**src/rtl/uart_csr_fifo.sv**
```systemverilog
// Wishbone-pipelined CSR block for a UART: TX/RX byte FIFOs, sticky overflow
// flags, interrupt enables and a registered level interrupt.
module uart_csr_fifo #(
   parameter int TX_DEPTH = 16,
   parameter int RX_DEPTH = 16
) (
   input  logic        clk_i,
   input  logic        rst_i,
   input  logic        wb_cyc_i,
   input  logic        wb_stb_i,
   input  logic        wb_we_i,
   input  logic [4:2]  wb_adr_i,
   input  logic [3:0]  wb_sel_i,
   input  logic [31:0] wb_dat_i,
   output logic        wb_ack_o,
   output logic        wb_stall_o,
   output logic        wb_err_o,
   output logic        wb_rty_o,
   output logic [31:0] wb_dat_o,
   output logic [7:0]  tx_data_o,
   output logic        tx_valid_o,
   input  logic        tx_ready_i,
   input  logic [7:0]  rx_data_i,
   input  logic        rx_valid_i,
   output logic        irq_o
);

   localparam int TX_AW = $clog2(TX_DEPTH);
   localparam int RX_AW = $clog2(RX_DEPTH);

   localparam logic [2:0] ADR_STATUS = 3'd0;
   localparam logic [2:0] ADR_DATA   = 3'd1;
   localparam logic [2:0] ADR_IRQ_EN = 3'd2;

   logic [7:0]       tx_mem_q [TX_DEPTH];
   logic [7:0]       rx_mem_q [RX_DEPTH];

   logic [TX_AW-1:0] tx_wr_q, tx_wr_d, tx_rd_q, tx_rd_d;
   logic [TX_AW:0]   tx_cnt_q, tx_cnt_d;
   logic [RX_AW-1:0] rx_wr_q, rx_wr_d, rx_rd_q, rx_rd_d;
   logic [RX_AW:0]   rx_cnt_q, rx_cnt_d;
   logic             tx_ovf_q, tx_ovf_d, rx_ovf_q, rx_ovf_d;
   logic [2:0]       irq_en_q, irq_en_d;
   logic             ack_q, ack_d, irq_q, irq_d;
   logic [31:0]      dat_q, dat_d;

   logic accept, wr_data, rd_data, wr_status, wr_irq_en;
   logic tx_full, tx_empty, tx_pop, tx_push_ok;
   logic rx_full, rx_not_empty, rx_pop, rx_push_ok;
   logic [31:0] status, rdata;
   logic unused_bits;

   // busy is exactly the ack cycle: one request in flight, cleared as it acks
   assign accept     = wb_cyc_i & wb_stb_i & ~ack_q;
   assign wb_stall_o = wb_cyc_i & wb_stb_i & ack_q;
   assign wb_ack_o   = ack_q;
   assign wb_dat_o   = dat_q;
   assign wb_err_o   = 1'b0;
   assign wb_rty_o   = 1'b0;
   assign irq_o      = irq_q;

   assign wr_data   = accept &  wb_we_i & (wb_adr_i == ADR_DATA) & wb_sel_i[0];
   assign rd_data   = accept & ~wb_we_i & (wb_adr_i == ADR_DATA);
   assign wr_status = accept &  wb_we_i & (wb_adr_i == ADR_STATUS) & wb_sel_i[0];
   assign wr_irq_en = accept &  wb_we_i & (wb_adr_i == ADR_IRQ_EN) & wb_sel_i[0];

   assign tx_full      = (tx_cnt_q == (TX_AW+1)'(TX_DEPTH));
   assign tx_empty     = (tx_cnt_q == '0);
   assign tx_valid_o   = ~tx_empty;
   assign tx_data_o    = tx_mem_q[tx_rd_q];
   assign tx_pop       = tx_valid_o & tx_ready_i;
   assign tx_push_ok   = wr_data & (~tx_full | tx_pop);

   assign rx_full      = (rx_cnt_q == (RX_AW+1)'(RX_DEPTH));
   assign rx_not_empty = (rx_cnt_q != '0);
   assign rx_pop       = rd_data & rx_not_empty;
   assign rx_push_ok   = rx_valid_i & (~rx_full | rx_pop);

   assign unused_bits = ^{wb_dat_i[31:8], wb_dat_i[7:4], wb_sel_i[3:1]};

   always_comb begin
      // NOTE: every comb output gets a default first so no path infers a latch.
      status        = '0;
      status[0]     = tx_full;
      status[1]     = rx_not_empty;
      status[2]     = rx_ovf_q;
      status[3]     = tx_ovf_q;
      status[4]     = tx_empty;
      status[15:8]  = 8'(rx_cnt_q);
      status[23:16] = 8'(tx_cnt_q);

      rdata = '0;
      case (wb_adr_i)
         ADR_STATUS: rdata = status;
         ADR_DATA:   rdata = rx_not_empty ? {24'b0, rx_mem_q[rx_rd_q]} : 32'b0;
         ADR_IRQ_EN: rdata = {29'b0, irq_en_q};
         default:    rdata = '0;
      endcase

      ack_d = accept;
      dat_d = dat_q;
      if (accept) dat_d = wb_we_i ? 32'b0 : rdata;

      tx_wr_d  = tx_push_ok ? tx_wr_q + TX_AW'(1) : tx_wr_q;
      tx_rd_d  = tx_pop     ? tx_rd_q + TX_AW'(1) : tx_rd_q;
      tx_cnt_d = tx_cnt_q;
      if (tx_push_ok && !tx_pop)      tx_cnt_d = tx_cnt_q + (TX_AW+1)'(1);
      else if (!tx_push_ok && tx_pop) tx_cnt_d = tx_cnt_q - (TX_AW+1)'(1);

      rx_wr_d  = rx_push_ok ? rx_wr_q + RX_AW'(1) : rx_wr_q;
      rx_rd_d  = rx_pop     ? rx_rd_q + RX_AW'(1) : rx_rd_q;
      rx_cnt_d = rx_cnt_q;
      if (rx_push_ok && !rx_pop)      rx_cnt_d = rx_cnt_q + (RX_AW+1)'(1);
      else if (!rx_push_ok && rx_pop) rx_cnt_d = rx_cnt_q - (RX_AW+1)'(1);

      // clear first so a same-cycle overflow wins over the W1C
      tx_ovf_d = tx_ovf_q & ~(wr_status & wb_dat_i[3]);
      rx_ovf_d = rx_ovf_q & ~(wr_status & wb_dat_i[2]);
      if (wr_data && !tx_push_ok)    tx_ovf_d = 1'b1;
      if (rx_valid_i && !rx_push_ok) rx_ovf_d = 1'b1;

      irq_en_d = wr_irq_en ? wb_dat_i[2:0] : irq_en_q;

      irq_d = (irq_en_q[0] & rx_not_empty) |
              (irq_en_q[1] & tx_empty) |
              (irq_en_q[2] & (rx_ovf_q | tx_ovf_q));
   end

   always_ff @(posedge clk_i) begin
      // NOTE: state flops use non-blocking assignment so every flop samples pre-edge values.
      if (rst_i) begin
         ack_q    <= 1'b0;
         dat_q    <= '0;
         irq_q    <= 1'b0;
         irq_en_q <= '0;
         tx_ovf_q <= 1'b0;
         rx_ovf_q <= 1'b0;
         tx_wr_q  <= '0;
         tx_rd_q  <= '0;
         tx_cnt_q <= '0;
         rx_wr_q  <= '0;
         rx_rd_q  <= '0;
         rx_cnt_q <= '0;
      end else begin
         ack_q    <= ack_d;
         dat_q    <= dat_d;
         irq_q    <= irq_d;
         irq_en_q <= irq_en_d;
         tx_ovf_q <= tx_ovf_d;
         rx_ovf_q <= rx_ovf_d;
         tx_wr_q  <= tx_wr_d;
         tx_rd_q  <= tx_rd_d;
         tx_cnt_q <= tx_cnt_d;
         rx_wr_q  <= rx_wr_d;
         rx_rd_q  <= rx_rd_d;
         rx_cnt_q <= rx_cnt_d;
      end
   end

   // NOTE: storage arrays are not reset; the pointers and levels define what is valid.
   always_ff @(posedge clk_i) begin
      if (!rst_i && tx_push_ok) tx_mem_q[tx_wr_q] <= wb_dat_i[7:0];
      if (!rst_i && rx_push_ok) rx_mem_q[rx_wr_q] <= rx_data_i;
   end

endmodule
```
**config.mk**
```make
export PLATFORM = sky130hd
export DESIGN_NAME = uart_csr_fifo
export DESIGN_NICKNAME = d
export VERILOG_FILES = /design/src/rtl/uart_csr_fifo.sv
export SDC_FILE = /design/constraint.sdc
export NUM_CORES = 1
export LEC_CHECK = 0
export BUFFER_PORTS_ARGS = -buffer_cell sky130_fd_sc_hd__buf_2
export CAP_MARGIN = 25
export CORE_MARGIN = 2
export CORE_UTILIZATION = 56
export CTS_BUF_LIST = sky130_fd_sc_hd__clkbuf_4 sky130_fd_sc_hd__clkbuf_8
export DETAILED_ROUTE_END_ITERATION = 10
export PLACE_DENSITY = 0.78
export SYNTH_ARGS = -nofsm -noshare
export SYNTH_HDL_FRONTEND = slang
export SYNTH_SLANG_ARGS = --single-unit
```
**constraint.sdc**
```tcl
create_clock -name clk_i -period 3.3 [get_ports clk_i]
set_input_delay 0.495 -clock clk_i [delete_from_list [all_inputs] [get_ports clk_i]]
set_output_delay 0.495 -clock clk_i [all_outputs]
set_load 0.005 [all_outputs]
```
**Word-level counts from Yosys, hierarchy flattened**

Memory sizes are Yosys's and may differ from the RTL's. A register that Yosys moved wholly into a read port is not among the register bits.
Index checks and enable logic that the tools add are counted.

- Register bits after elaboration: 65
- Bits in writable memories: 256
- Bits of input ports: 54
- Output and inout bits: 46
- Logic and storage cells: 96
- Memories kept: 2

- $add $sub $neg: 8
- Equality and inequality tests: 4
- Multiplexer cells: 17
- Bitwise operators: 35
- Reductions and logical operators: 18

Memories:

| memory | depth | bits a word | read ports | clocked after memory_dff | write ports | RTL line | RTL |
|---|---|---|---|---|---|---|---|
| rx_mem_q | 16 | 8 | 1 | 1 | 1 | 36 | `logic [7:0] rx_mem_q [RX_DEPTH];` |
| tx_mem_q | 16 | 8 | 1 | 1 | 1 | 35 | `logic [7:0] tx_mem_q [TX_DEPTH];` |

Operators by type and width:

| operator | count |
|---|---|
| one-hot mux 21 bit (3 select lines) | 1 |
| two-way mux 32 bit | 1 |
| bitwise AND 1 bit | 23 |
| two-way mux 5 bit | 4 |
| adder 4 x 1 -> 4 bit, second input constant | 4 |
| two-way mux 4 bit | 4 |
| adder 5 x 1 -> 5 bit, second input constant | 2 |
| equality test 5 bit, second input constant | 2 |
| subtractor 5 x 1 -> 5 bit, second input constant | 2 |
| logical AND 1 bit | 8 |
| two-way mux 8 bit | 1 |
| inverter 1 bit | 7 |
| two-way mux 1 bit | 6 |
| logical NOT 1 bit | 5 |
| logical NOT 5 bit | 1 |
| OR 1 bit | 5 |
| nonzero test 5 bit | 1 |
| nonzero test 2 bit | 2 |
| equality test 3 x 1 -> 1 bit, second input constant | 1 |
| equality test 3 x 2 -> 1 bit, second input constant | 1 |
| logical NOT 3 bit | 1 |

**Depth between registers and ports, before layout**

Gate-level depths: netlist of run 1.

- Depth in word-level cells: 11
- Gate-level depth with buffers: 14

**Least setup slack after synthesis of run 1**

OpenSTA, ideal clock, no wires.

- Kind: input to register
- Start: input port wb_adr_i[3] (netlist bit)
- End: register tx_cnt_q[4]
- Setup time: 0.121 ns
- Arrival time: 3.315 ns
- Setup slack: -0.136 ns
- Stages: 14
- Cell sequence: buf_6 or3b_1 buf_6 nor3_2 and2_1 buf_2 ha_1 inv_1 ha_1 nor2b_1 o21a_1 or3_1 a21oi_1 mux2_2

- Word-level cells in the longest chain between the ends: 7
- Elaborated cells on any way between the ends: 9
- Those cells by class: eq/ne (1); mux (1); bitwise (3); reduce/logical (4)

Ends and longest elaborated chain:

| what | RTL line | RTL |
|---|---|---|
| from (decl) | 12 | `input logic [4:2] wb_adr_i,` |
| equality test 3 x 1 -> 1 bit (*) | 62 | `assign wr_data = accept & wb_we_i & (wb_adr_i == ADR_DATA) & wb_sel_i[0];` |
| bitwise AND 1 bit (*) (2 in series) | 62 |  |
| bitwise AND 1 bit (*) | 72 | `assign tx_push_ok = wr_data & (~tx_full \| tx_pop);` |
| logical NOT 1 bit | 108 | `else if (!tx_push_ok && tx_pop) tx_cnt_d = tx_cnt_q - (TX_AW+1)'(1);` |
| logical AND 1 bit | 108 |  |
| nonzero test 2 bit (no source line) | - |  |
| to (signal assigned) | 153 | `tx_cnt_q <= tx_cnt_d;` |
| to (decl) | 39 | `logic [TX_AW:0] tx_cnt_q, tx_cnt_d;` |

Every way passes the cells marked *; elsewhere a longest branch is shown, timed or not.
A chain may end at the register's enable or synchronous reset.

**Worst setup path in the final report of run 1**

- Start: register tx_cnt_q[0]
- End: register tx_cnt_q[4]

- Word-level cells in the longest chain between the ends: 8
- Elaborated cells on any way between the ends: 16
- Those cells by class: add/sub (2); eq/ne (1); mux (2); bitwise (5); reduce/logical (6)

Ends and longest elaborated chain:

| what | RTL line | RTL |
|---|---|---|
| logical NOT 5 bit | 68 | `assign tx_empty = (tx_cnt_q == '0);` |
| inverter 1 bit | 69 | `assign tx_valid_o = ~tx_empty;` |
| bitwise AND 1 bit | 71 | `assign tx_pop = tx_valid_o & tx_ready_i;` |
| OR 1 bit | 72 |  |
| bitwise AND 1 bit | 72 |  |
| logical NOT 1 bit | 108 |  |
| logical AND 1 bit | 108 |  |
| nonzero test 2 bit (no source line) | - |  |

Several ways; a longest one is shown, not always the timed one. The select of a mux whose other input is x is not followed.

==> impl_metrics.csv, run 1 <==
group,metric,value,unit
final_layout,drive_gt1_frac,0.301,
synthesis,ys_seq_area_frac,0.694,
clock_tree,cts-root-buf,"clkbuf_8",
floorplan,io_pins,100,
detailed_routing,viasPerCell,5.65,
clock_tree,clock_sinks,315,
final_layout,antenna_cells,0,
critical_path,arrival,3410,ps
detailed_routing,drc_errors,0,
worst_hold_path,min_path_type,"in -> reg",
timing,setup_viol,0,
floorplan,die_y,155,um
timing,hold_viol,0,
final_layout,final_cell_mix,"256 x edfxtp_1, 80 x nor2_1, 62 x mux4_2",
synthesis,yosysTopAreaCell,"edfxtp_1",
synthesis,avgSynthCellArea,16.7,um^2
clock_tree,cts_tree,"done",
synthesis,yosysTopAreaCellShare,0.601,
grt,antenna_found_initial,0,
grt,grt_pass1_vias,7081,
floorplan,coreArea,0.0225,mm^2
critical_path,crit_start,"tx_cnt_q[0]",
clock_tree,cts_max_level,2,
critical_path,slowest_stage,"dfxtp_1",
detailed_routing,dr.first_iter.drc_count,438,
critical_path,crit_path_end_kind,"register",
place,dp_hpwl,16000,um
synthesis,synth.area.top_cells,"edfxtp_1 60%, mux4_2 11%, dfxtp_1 9.2%",
detailed_routing,postRouteAntennaNets,0,
run_status,status,"completed",
critical_path,required,3750,ps
place,gp_congestion,0.842,
clock_tree,clock_latency,560,ps
clock_tree,clk_pin_slew,60,ps
timing,hold_slack,274,ps
timing,tightest_slew,760,ps
floorplan,initial_core_util,0.568,
worst_hold_path,min-delay-start,"tx_ready_i",
critical_path,reg2reg_from,"tx_cnt_q[0]",
timing,period_minus_slack,2950,ps
synthesis,synth_edf_count,256,
synthesis,yosysUniqueCellTypes,58,
grt,grt_pass1_wl,38200,um
synthesis,ys_ff_latch,315,
critical_path,worstPathMaxFanout,5,
floorplan,die_w,155,um
power,p_leak,4.99,nW
final_layout,final_common_cell,"edfxtp_1",
final_layout,finalNetCount,964,
detailed_routing,drt_pass1_iterations,5,
synthesis,synth_area,0.0128,mm^2
timing,period_share,0.895,
final_layout,fillers,1508,
synthesis,async_reset_ff_frac,0,
floorplan,fp.dieArea,0.0241,mm^2
critical_path,path_class,"reg -> reg",
timing,fin_ws,348,ps
clock_tree,clockBufferDepth,3,
power,vdd_ir_drop_max,0.000449,V
clock_tree,postCtsSetupBuffers,0,
detailed_routing,wl_per_cell,19.9,um
timing,grt_setup_unrepaired,"no",
place,io_buffers,56,
detailed_routing,drt-total-wl,24300,um
timing,slew_viol_final,0,
synthesis,ys.flop_type,"edfxtp_1",
grt,grt-ovfl-total,0,
timing,skew,26.2,ps
floorplan,fp-row-count,55,
timing,relSlewSlack,0.492,
synthesis,synthCells,766,
timing,fmax,339,MHz
detailed_routing,vias,6869,
synthesis,synth_warnings,0,
grt,track_usage,0.207,
clock_tree,cts_buffers,50,
final_layout,areaGrowthSynthToFinish,15.0,%
critical_path,cpPeakStageDelay,370,ps
critical_path,start_kind,"register",
power,power_density,627,mW/mm^2
place,dp_worst_setup_slack,-12.5,ps
critical_path,r2r_setup_slack,350,ps
run,drv_cap,0,
critical_path,cp_cell_sequence,"nor4_2 > nor2b_1 > inv_1 > nand2_1 > ha_4 > inv_1 > ha_1 > nor2b_1 > o21a_1 > or3_1 > a21oi_1 > mux2_2",
grt,grt_max_degree,35,
-- critical path, delay by kind of cell, from the launching register on --
kind | cells | cell delay (ps)
flops | 1 | 370
simple gates | 5 | 1200
compound gates | 2 | 330
buf+inv | 2 | 150
fa+ha+maj | 2 | 450
mux | 1 | 340
-- cell usage after synthesis, types with 2 or more instances --
master     instances
buf_1              4
a32oi_1            3
a2111oi_0          2
buf_4             16
xor2_1             9
buf_6              3
nor3_1             8
nand4_1            3
a21o_1             5
or3_1              4
mux2i_1           26
inv_1             13
buf_2             11
nand3b_1           6
fa_1               2
nand2_1           30
mux2_2             7
nor2b_1           10
nand2b_1           7
a21oi_1           21
a22oi_1           14
dfxtp_1           59
edfxtp_1         256
a31oi_1            6
a211oi_1           5
or4_1              2
nand3_1            9
and3_1             3
o21ai_0            8
clkbuf_1          21
and2_1             2
nor2_1            80
xnor2_1            7
ha_1              18
mux4_2            62
nor4_1             2
-- final cells by class --
type                    instances  area (um^2)  area share
flip-flops and latches        315         8870       0.603
well taps                     285          357      0.0242
inverters                      13         48.8     0.00332
clock buffers                  76          933      0.0635
multi-input cells             398         3650       0.248
clock inverters                17          136     0.00927
repair buffers                112          713      0.0485
-- timing repair --
| action | CTS | global route |
|---|---|---|
| setup endpoints to repair | 0 | 1 |
| hold buffers | 0 | 0 |
| gates resized for setup | 0 | 1 |
| endpoints found under the hold margin | 0 | 0 |
-- flip-flops by register name, indices dropped and copies added (netlist names), named ones only --
| signal | count |
|---|---|
| tx_mem_q | 128 |
| wb_ack_o | 1 |
| wb_dat_o | 18 |
| tx_rd_q | 4 |
| irq_en_q | 3 |
| rx_rd_q | 4 |
| tx_cnt_q | 5 |
| tx_wr_q | 4 |
| rx_ovf_q | 1 |
| tx_ovf_q | 1 |
| rx_cnt_q | 5 |
| rx_wr_q | 4 |
| irq_o | 1 |
| rx_mem_q | 128 |
-- cells by family (layout without fill, tap and decap cells) --
kind of cell,Yosys count,count (layout),share of synthesized area
AND/OR/NAND/NOR,174,174,0.0675
other,1,16,0.000293
buffers and inverters,68,218,0.0275
AO/OA/AOI/OAI,76,76,0.0426
flip-flops,315,315,0.694
multiplexers,96,96,0.137
adder cells (fa/ha/maj),20,20,0.0207
XOR/XNOR,16,16,0.0110
-- path summary, 6_finish.rpt --
check	to	depth (start not counted)
max	tx_cnt_q[4]	12
max reg2reg	tx_cnt_q[4]	12
min	register	3
min reg2reg	rx_ovf_q	2
-- stage by stage --
step           utilization  power [mW]  area, um^2  setup TNS, ps  instances
6_report             0.654        9.23       14700              0       1216
5_1_grt              0.654        9.63       14700              0       1216
4_1_cts              0.653        9.31       14700              0       1216
3_5_place_dp         0.606        5.89       13600          -12.5       1123
3_3_place_gp         0.606        5.86       13600              0       1123
2_1_floorplan            -        5.50       12900              0        781
-- metal layers --
metal / up-vias / track usage / wire length, um
met4: 0 / 0.0542 / 331
met3: 32 / 0.0387 / 1120
li1: 3197 / - / -
met1: 3445 / 0.253 / 9860
met5: - / 0 / 0
met2: 195 / 0.380 / 12900
-- power by group --
group | switching, mW | total (mW) | leakage (nW) | internal, mW
Clock | 1.45 | 3.42 | 0.566 | 1.97
Combinational | 0.641 | 1.30 | 1.65 | 0.655
Sequential | 0.121 | 4.51 | 2.78 | 4.39
Total | 2.21 | 9.23 | 4.99 | 7.01
Power figures use the tool's default switching activity.
==> run 2: changes to the inputs <==
- ABC_AREA: not set -> 1
==> run 2 against run 1 <==
Sequential power decreased by 0.9%; synthesized area increased by 2.9%; register-to-register slack improved by 140 ps; combinational power increased by 5%; maximum frequency increased by 5.0%; die area increased by 2.8%; clock power decreased by 6%; critical path depth increased by 2; sequential share of layout area decreased by 0.38 points.
==> impl_metrics.csv, run 2 <==
group,metric,value,unit
floorplan,coreArea,0.0233,mm^2
synthesis,synthAdderAreaFrac,0.0202,
final_layout,fillers,1711,
timing,setup_tns,0,ps
grt,antenna_found_initial,0,
floorplan,die_y,157,um
critical_path,start_kind,"register",
synthesis,ys_seq_area_frac,0.674,
floorplan,fp-row-count,56,
grt,grt-ovfl-total,0,
critical_path,worst-r2r-cell-count,14,
critical_path,crit_path_end_kind,"register",
synthesis,synth_warnings,0,
grt,track_usage,0.227,
power,power_density,612,mW/mm^2
synthesis,ys_top_cells_by_count,"256 x edfxtp_1, 175 x nand2_1, 106 x nor2_1",
synthesis,synth_area,0.0132,mm^2
place,placed_cells,1505,
synthesis,synth-simple-area-share,0.121,
power,p_leak,5.48,nW
worst_hold_path,hold_depth,3,
timing,grt_setup_unrepaired,"no",
final_layout,drive_gt1_frac,0.149,
synthesis,yosysTopAreaCellShare,0.584,
floorplan,io_pins,100,
place,gp_congestion,0.826,
clock_tree,clk_pin_slew,50,ps
clock_tree,post_cts_resized,0,
worst_hold_path,min_path_type,"in -> reg",
power,vdd_ir_drop_max,0.000357,V
floorplan,fp.dieArea,0.0247,mm^2
clock_tree,clockBufferDepth,3,
synthesis,synth_compound_area_frac,0.0981,
detailed_routing,vias,8823,
synthesis,synth_top_family_by_area,"simple AND/OR/NAND/NOR gates",
grt,grt_pass1_wl,43800,um
detailed_routing,wl_per_cell,17.3,um
detailed_routing,viasPerCell,5.55,
grt,grt_pass1_vias,8535,
timing,slew_viol_final,0,
grt,grt_max_degree,71,
final_layout,finalNetCount,1310,
final_layout,areaGrowthSynthToFinish,12.5,%
synthesis,ys.flop_type,"edfxtp_1",
synthesis,yosysTopAreaCell,"edfxtp_1",
run,drv_cap,0,
final_layout,antenna_cells,0,
synthesis,synth_edf_count,256,
place,place_area,0.0138,mm^2
synthesis,avgSynthCellArea,11.5,um^2
synthesis,async_reset_ff_frac,0,
critical_path,slowest_stage,"dfxtp_1",
floorplan,initial_core_util,0.566,
clock_tree,cts_tree,"done",
detailed_routing,drc_errors,0,
place,dp_hpwl,17600,um
timing,period_share,0.852,
critical_path,path_class,"reg -> reg",
clock_tree,clock_sinks,315,
final_layout,finalInstanceArea,0.0148,mm^2
detailed_routing,drt-total-wl,27600,um
timing,period_minus_slack,2810,ps
critical_path,arrival,3240,ps
timing,tightest_slew,863,ps
final_layout,final_cell_mix,"256 x edfxtp_1, 175 x nand2_1, 106 x nor2_1",
final_layout,finalNonFillerCells,1590,
synthesis,synthCells,1141,
timing,hold_viol,0,
clock_tree,postCtsSetupBuffers,0,
place,io_buffers,56,
synthesis,yosysUniqueCellTypes,42,
synthesis,synth_mux_area_frac,0.0243,
clock_tree,cts_max_level,2,
timing,skew,30.6,ps
detailed_routing,drt_pass1_iterations,7,
synthesis,synth_most_common_cell,"edfxtp_1",
run_status,status,"completed",
detailed_routing,dr.first_iter.drc_count,899,
critical_path,required,3730,ps
timing,setup_viol,0,
critical_path,path_common_cell,"inv_1",
timing,fmax,356,MHz
critical_path,cpPeakStageDelay,340,ps
critical_path,cp_cell_sequence,"nor3_4 > nand3_2 > nor2_1 > nand2_1 > inv_1 > ha_1 > inv_1 > ha_1 > nand2_1 > nor2_1 > a211oi_1 > xnor2_1 > o21ai_0 > inv_1",
synthesis,synth-xor-area-share,0.00533,
floorplan,die_w,157,um
timing,relSlewSlack,0.424,
synthesis,ys_ff_latch,315,
clock_tree,cts_buffers,48,
synthesis,synth.area.top_cells,"edfxtp_1 58%, dfxtp_1 9.0%, nand2_1 5.0%",
clock_tree,cts_hold_buffers,0,
clock_tree,cts-root-buf,"clkbuf_8",
detailed_routing,postRouteAntennaNets,0,
clock_tree,clock_latency,560,ps
final_layout,final_common_cell,"edfxtp_1",
critical_path,worstPathMaxFanout,5,
-- run 2: cell types whose count changed after synthesis, sizes merged, moves of 9 or more --
cell / previous run / this run
nor2: 80 / 107
mux4: 62 / 0
nand2: 30 / 181
nor2b: 10 / 0
buf: 34 / 46
a21oi: 21 / 73
nand3: 9 / 79
inv: 13 / 86
a22oi: 14 / 1
o221ai: 0 / 9
o211ai: 1 / 40
o21ai: 8 / 94
-- run 2: kinds of logic (layout without fill, tap and decap cells) --
kind of cell	Yosys count	after routing
and+or+nand+nor	379	379
muxes	32	32
DFF	315	315
buffers and inverters	160	275
xor gates and xnor gates	8	8
adders and majority gates	20	20
AOI/OAI and AO/OA	226	226
other	1	16
-- run 2: path summary, 6_finish.rpt --
check | slack (ps) | start | end
max reg2reg | 490 | wb_ack_o | tx_cnt_q[3]
min reg2reg | 460 | wb_dat_o[6] | wb_dat_o[6]
max | 490 | wb_ack_o | tx_cnt_q[3]
min | 300 | rx_valid_i | rx_ovf_q
-- run 2: per-stage QoR --
step / hold slack (ps) / utilization / power (mW) / setup WS [ps]
2_1_floorplan: 439 / - / 5.51 / 575
3_3_place_gp: 451 / 0.595 / 5.85 / 287
3_5_place_dp: 456 / 0.595 / 5.91 / 250
4_1_cts: 268 / 0.636 / 9.09 / 516
5_1_grt: 282 / 0.636 / 9.44 / 197
6_report: 296 / 0.636 / 9.06 / 488
-- run 2: layout make-up --
type / instances / area (um^2) / area share
multi-input cells: 681 / 3600 / 0.243
inverters: 91 / 349 / 0.0236
flip-flops and latches: 315 / 8870 / 0.599
clock inverters: 19 / 168 / 0.0113
clock buffers: 66 / 796 / 0.0538
well taps: 319 / 399 / 0.0270
repair buffers: 99 / 616 / 0.0416
-- run 2: where the power goes --
part           switching, mW  internal [mW]  leakage (nW)
Combinational          0.853          0.517          2.19
Sequential            0.0903           4.38          2.78
Clock                   1.42           1.80         0.504
Total                   2.37           6.69          5.48
-- run 2: metal layers --
metal	global-route usage	vias up	wire length, um
met2	0.375	361	13300
met5	0	-	0
met3	0.0361	44	1980
met4	0.0649	0	444
li1	-	4173	-
met1	0.316	4245	11900
-- run 2: worst max-delay path, delay by kind of cell, from the launching register on --
family | cells | cell delay [ps]
fa+ha+maj | 2 | 590
xor+xnor | 1 | 130
compound gates | 2 | 460
simple gates | 6 | 870
flops | 1 | 340
buf+inv | 3 | 310
==> run 3: changes to the inputs <==
- CTS_BUF_LIST: sky130_fd_sc_hd__clkbuf_4 sky130_fd_sc_hd__clkbuf_8 -> sky130_fd_sc_hd__clkbuf_4
==> run 3 against run 2 <==
Final area increased by 0.68%; maximum frequency up 0.60%; first-iteration DRC count shrank 13%; core utilization grew 0.43 points; cell count rose by 3.4%; total power up 1.6%; via count is 1.3% higher; die area did not move; hold slack got worse by 150 ps; global-route usage rose by 0.27 points; sequential share of layout area decreased by 0.40 points; critical endpoint is now rx_cnt_q[4]; highest routed layer unchanged.
==> impl_metrics.csv, run 3 (synthesis gave the netlist of run 2 again) <==
group,metric,value,unit
run_status,status,"completed",
critical_path,cp_num_cells,15,
floorplan,io_pins,100,
worst_hold_path,min-delay-start,"rx_valid_i",
critical_path,cpLargestDelayFamily,"compound AO/OA/AOI/OAI gates",
final_layout,fillers,1730,
detailed_routing,drt-total-wl,27500,um
timing,grt_setup_unrepaired,"no",
power,combPwrFrac,0.148,
timing,tightest_slew,857,ps
critical_path,slowest_stage,"fa_1",
clock_tree,clock_latency,710,ps
clock_tree,clockBufferDepth,3,
critical_path,worst-r2r-cell-count,15,
timing,setup_viol,0,
critical_path,crit_start,"wb_ack_o",
place,io_buffers,56,
power,vdd_ir_drop_max,0.000326,V
timing,hold_viol,0,
final_layout,final_common_cell,"edfxtp_1",
detailed_routing,drc_errors,0,
critical_path,crit_buf_inv,2,
critical_path,cp_cell_sequence,"nor3_4 > nand2_2 > o211ai_1 > nand2_2 > clkinv_2 > ha_1 > inv_1 > fa_1 > a21o_1 > a21oi_1 > nor2_1 > nor2_1 > nand2_1 > o21ai_0 > a21oi_1",
grt,grt_pass1_vias,8752,
grt,antenna_found_initial,1,
clock_tree,clk_pin_slew,70,ps
critical_path,reg2reg_from,"wb_ack_o",
grt,use_met2,0.364,
clock_tree,cts_buffers,77,
critical_path,path_class,"reg -> reg",
place,gp_congestion,0.826,
floorplan,coreArea,0.0233,mm^2
timing,period_share,0.847,
floorplan,fp-row-count,56,
worst_hold_path,min_path_type,"in -> reg",
place,placed_cells,1505,
power,seqPwrFrac,0.485,
power,p_int,6.76,mW
run,drv_cap,0,
detailed_routing,wl_per_cell,16.7,um
timing,fmax,358,MHz
critical_path,arrival,3370,ps
floorplan,die_y,157,um
grt,grt_use_met3,0.0487,
grt,grt-ovfl-total,0,
clock_tree,clock_sinks,315,
power,power_density,617,mW/mm^2
critical_path,start_kind,"register",
grt,track_usage,0.230,
timing,skew,55.1,ps
power,pwr-share-clk,0.367,
final_layout,areaGrowthSynthToFinish,13.3,%
detailed_routing,drt_pass1_iterations,5,
critical_path,cpPeakStageDelay,420,ps
place,place_area,0.0138,mm^2
grt,grt_max_degree,71,
final_layout,finalNetCount,1339,
detailed_routing,viasPerCell,5.43,
place,dp_hpwl,17600,um
power,p_leak,5.60,nW
final_layout,finalInstanceArea,0.0149,mm^2
clock_tree,postCtsSetupBuffers,0,
clock_tree,cts_tree,"done",
critical_path,worstPathMaxFanout,7,
detailed_routing,postRouteAntennaNets,0,
detailed_routing,vias,8935,
clock_tree,cts_max_level,3,
final_layout,final_cell_mix,"256 x edfxtp_1, 175 x nand2_1, 117 x clkbuf_4",
timing,period_minus_slack,2800,ps
floorplan,initial_core_util,0.566,
final_layout,finalNonFillerCells,1644,
detailed_routing,dr.first_iter.drc_count,785,
critical_path,required,3870,ps
final_layout,drive_gt1_frac,0.187,
grt,grt_busiest_layer,"met2",
floorplan,die_w,157,um
timing,setup_tns,0,ps
grt,grt_pass1_wl,43900,um
clock_tree,cts_hold_buffers,0,
power,p_switching,2.44,mW
grt,met1_usage,0.311,
timing,slew_viol_final,0,
worst_hold_path,hold_depth,3,
timing,relSlewSlack,0.428,
power,swShare,0.265,
clock_tree,post_cts_resized,0,
critical_path,crit_path_end_kind,"register",
floorplan,fp.dieArea,0.0247,mm^2
clock_tree,cts-root-buf,"clkbuf_4",
## run 3: cell type report
cell class | instances | area (um^2) | share of cell area
well taps | 319 | 399 | 0.0268
diodes | 1 | 2.50 | 0.000168
flip-flops and latches | 315 | 8870 | 0.595
clock buffers | 117 | 878 | 0.0589
repair buffers | 99 | 616 | 0.0413
clock inverters | 21 | 183 | 0.0123
inverters | 91 | 349 | 0.0234
multi-input cells | 681 | 3600 | 0.242
## run 3: worst min-delay path, cell delays in order
cell and delay, ps:
buf_2 110, nand4_1 110, a21oi_1 60
## run 3: worst paths after layout
| check | slack, ps | endpoint |
|---|---|---|
| worst max-delay path | 500 | rx_cnt_q[4] |
| worst min-delay path | 140 | rx_ovf_q |
| worst max register to register | 500 | rx_cnt_q[4] |
| worst min register to register | 460 | wb_dat_o[6] |
## run 3: metal layers
| metal | part of all wire | wire length [um] |
|---|---|---|
| met5 | 0 | 0 |
| met4 | 0.021 | 583 |
| met3 | 0.077 | 2130 |
| met2 | 0.48 | 13200 |
| met1 | 0.42 | 11600 |
## run 3: power by group through the flow
stage | logic (mW) | registers [mW] | clock network, mW
after floorplan | 1.01 | 4.50 | 0
after global placement | 1.31 | 4.54 | 0
after detailed placement | 1.37 | 4.55 | 0
after CTS | 1.37 | 4.46 | 3.44
after global routing | 1.54 | 4.47 | 3.62
final | 1.36 | 4.46 | 3.37
## run 3: stage by stage
stage	hold slack, ps	setup WS [ps]	power (mW)	util
after floorplan	439	575	5.51	-
after global placement	451	287	5.85	0.595
final	144	505	9.20	0.641
after detailed placement	456	250	5.91	0.595
after CTS	98.5	462	9.27	0.641
after global routing	130	197	9.64	0.641
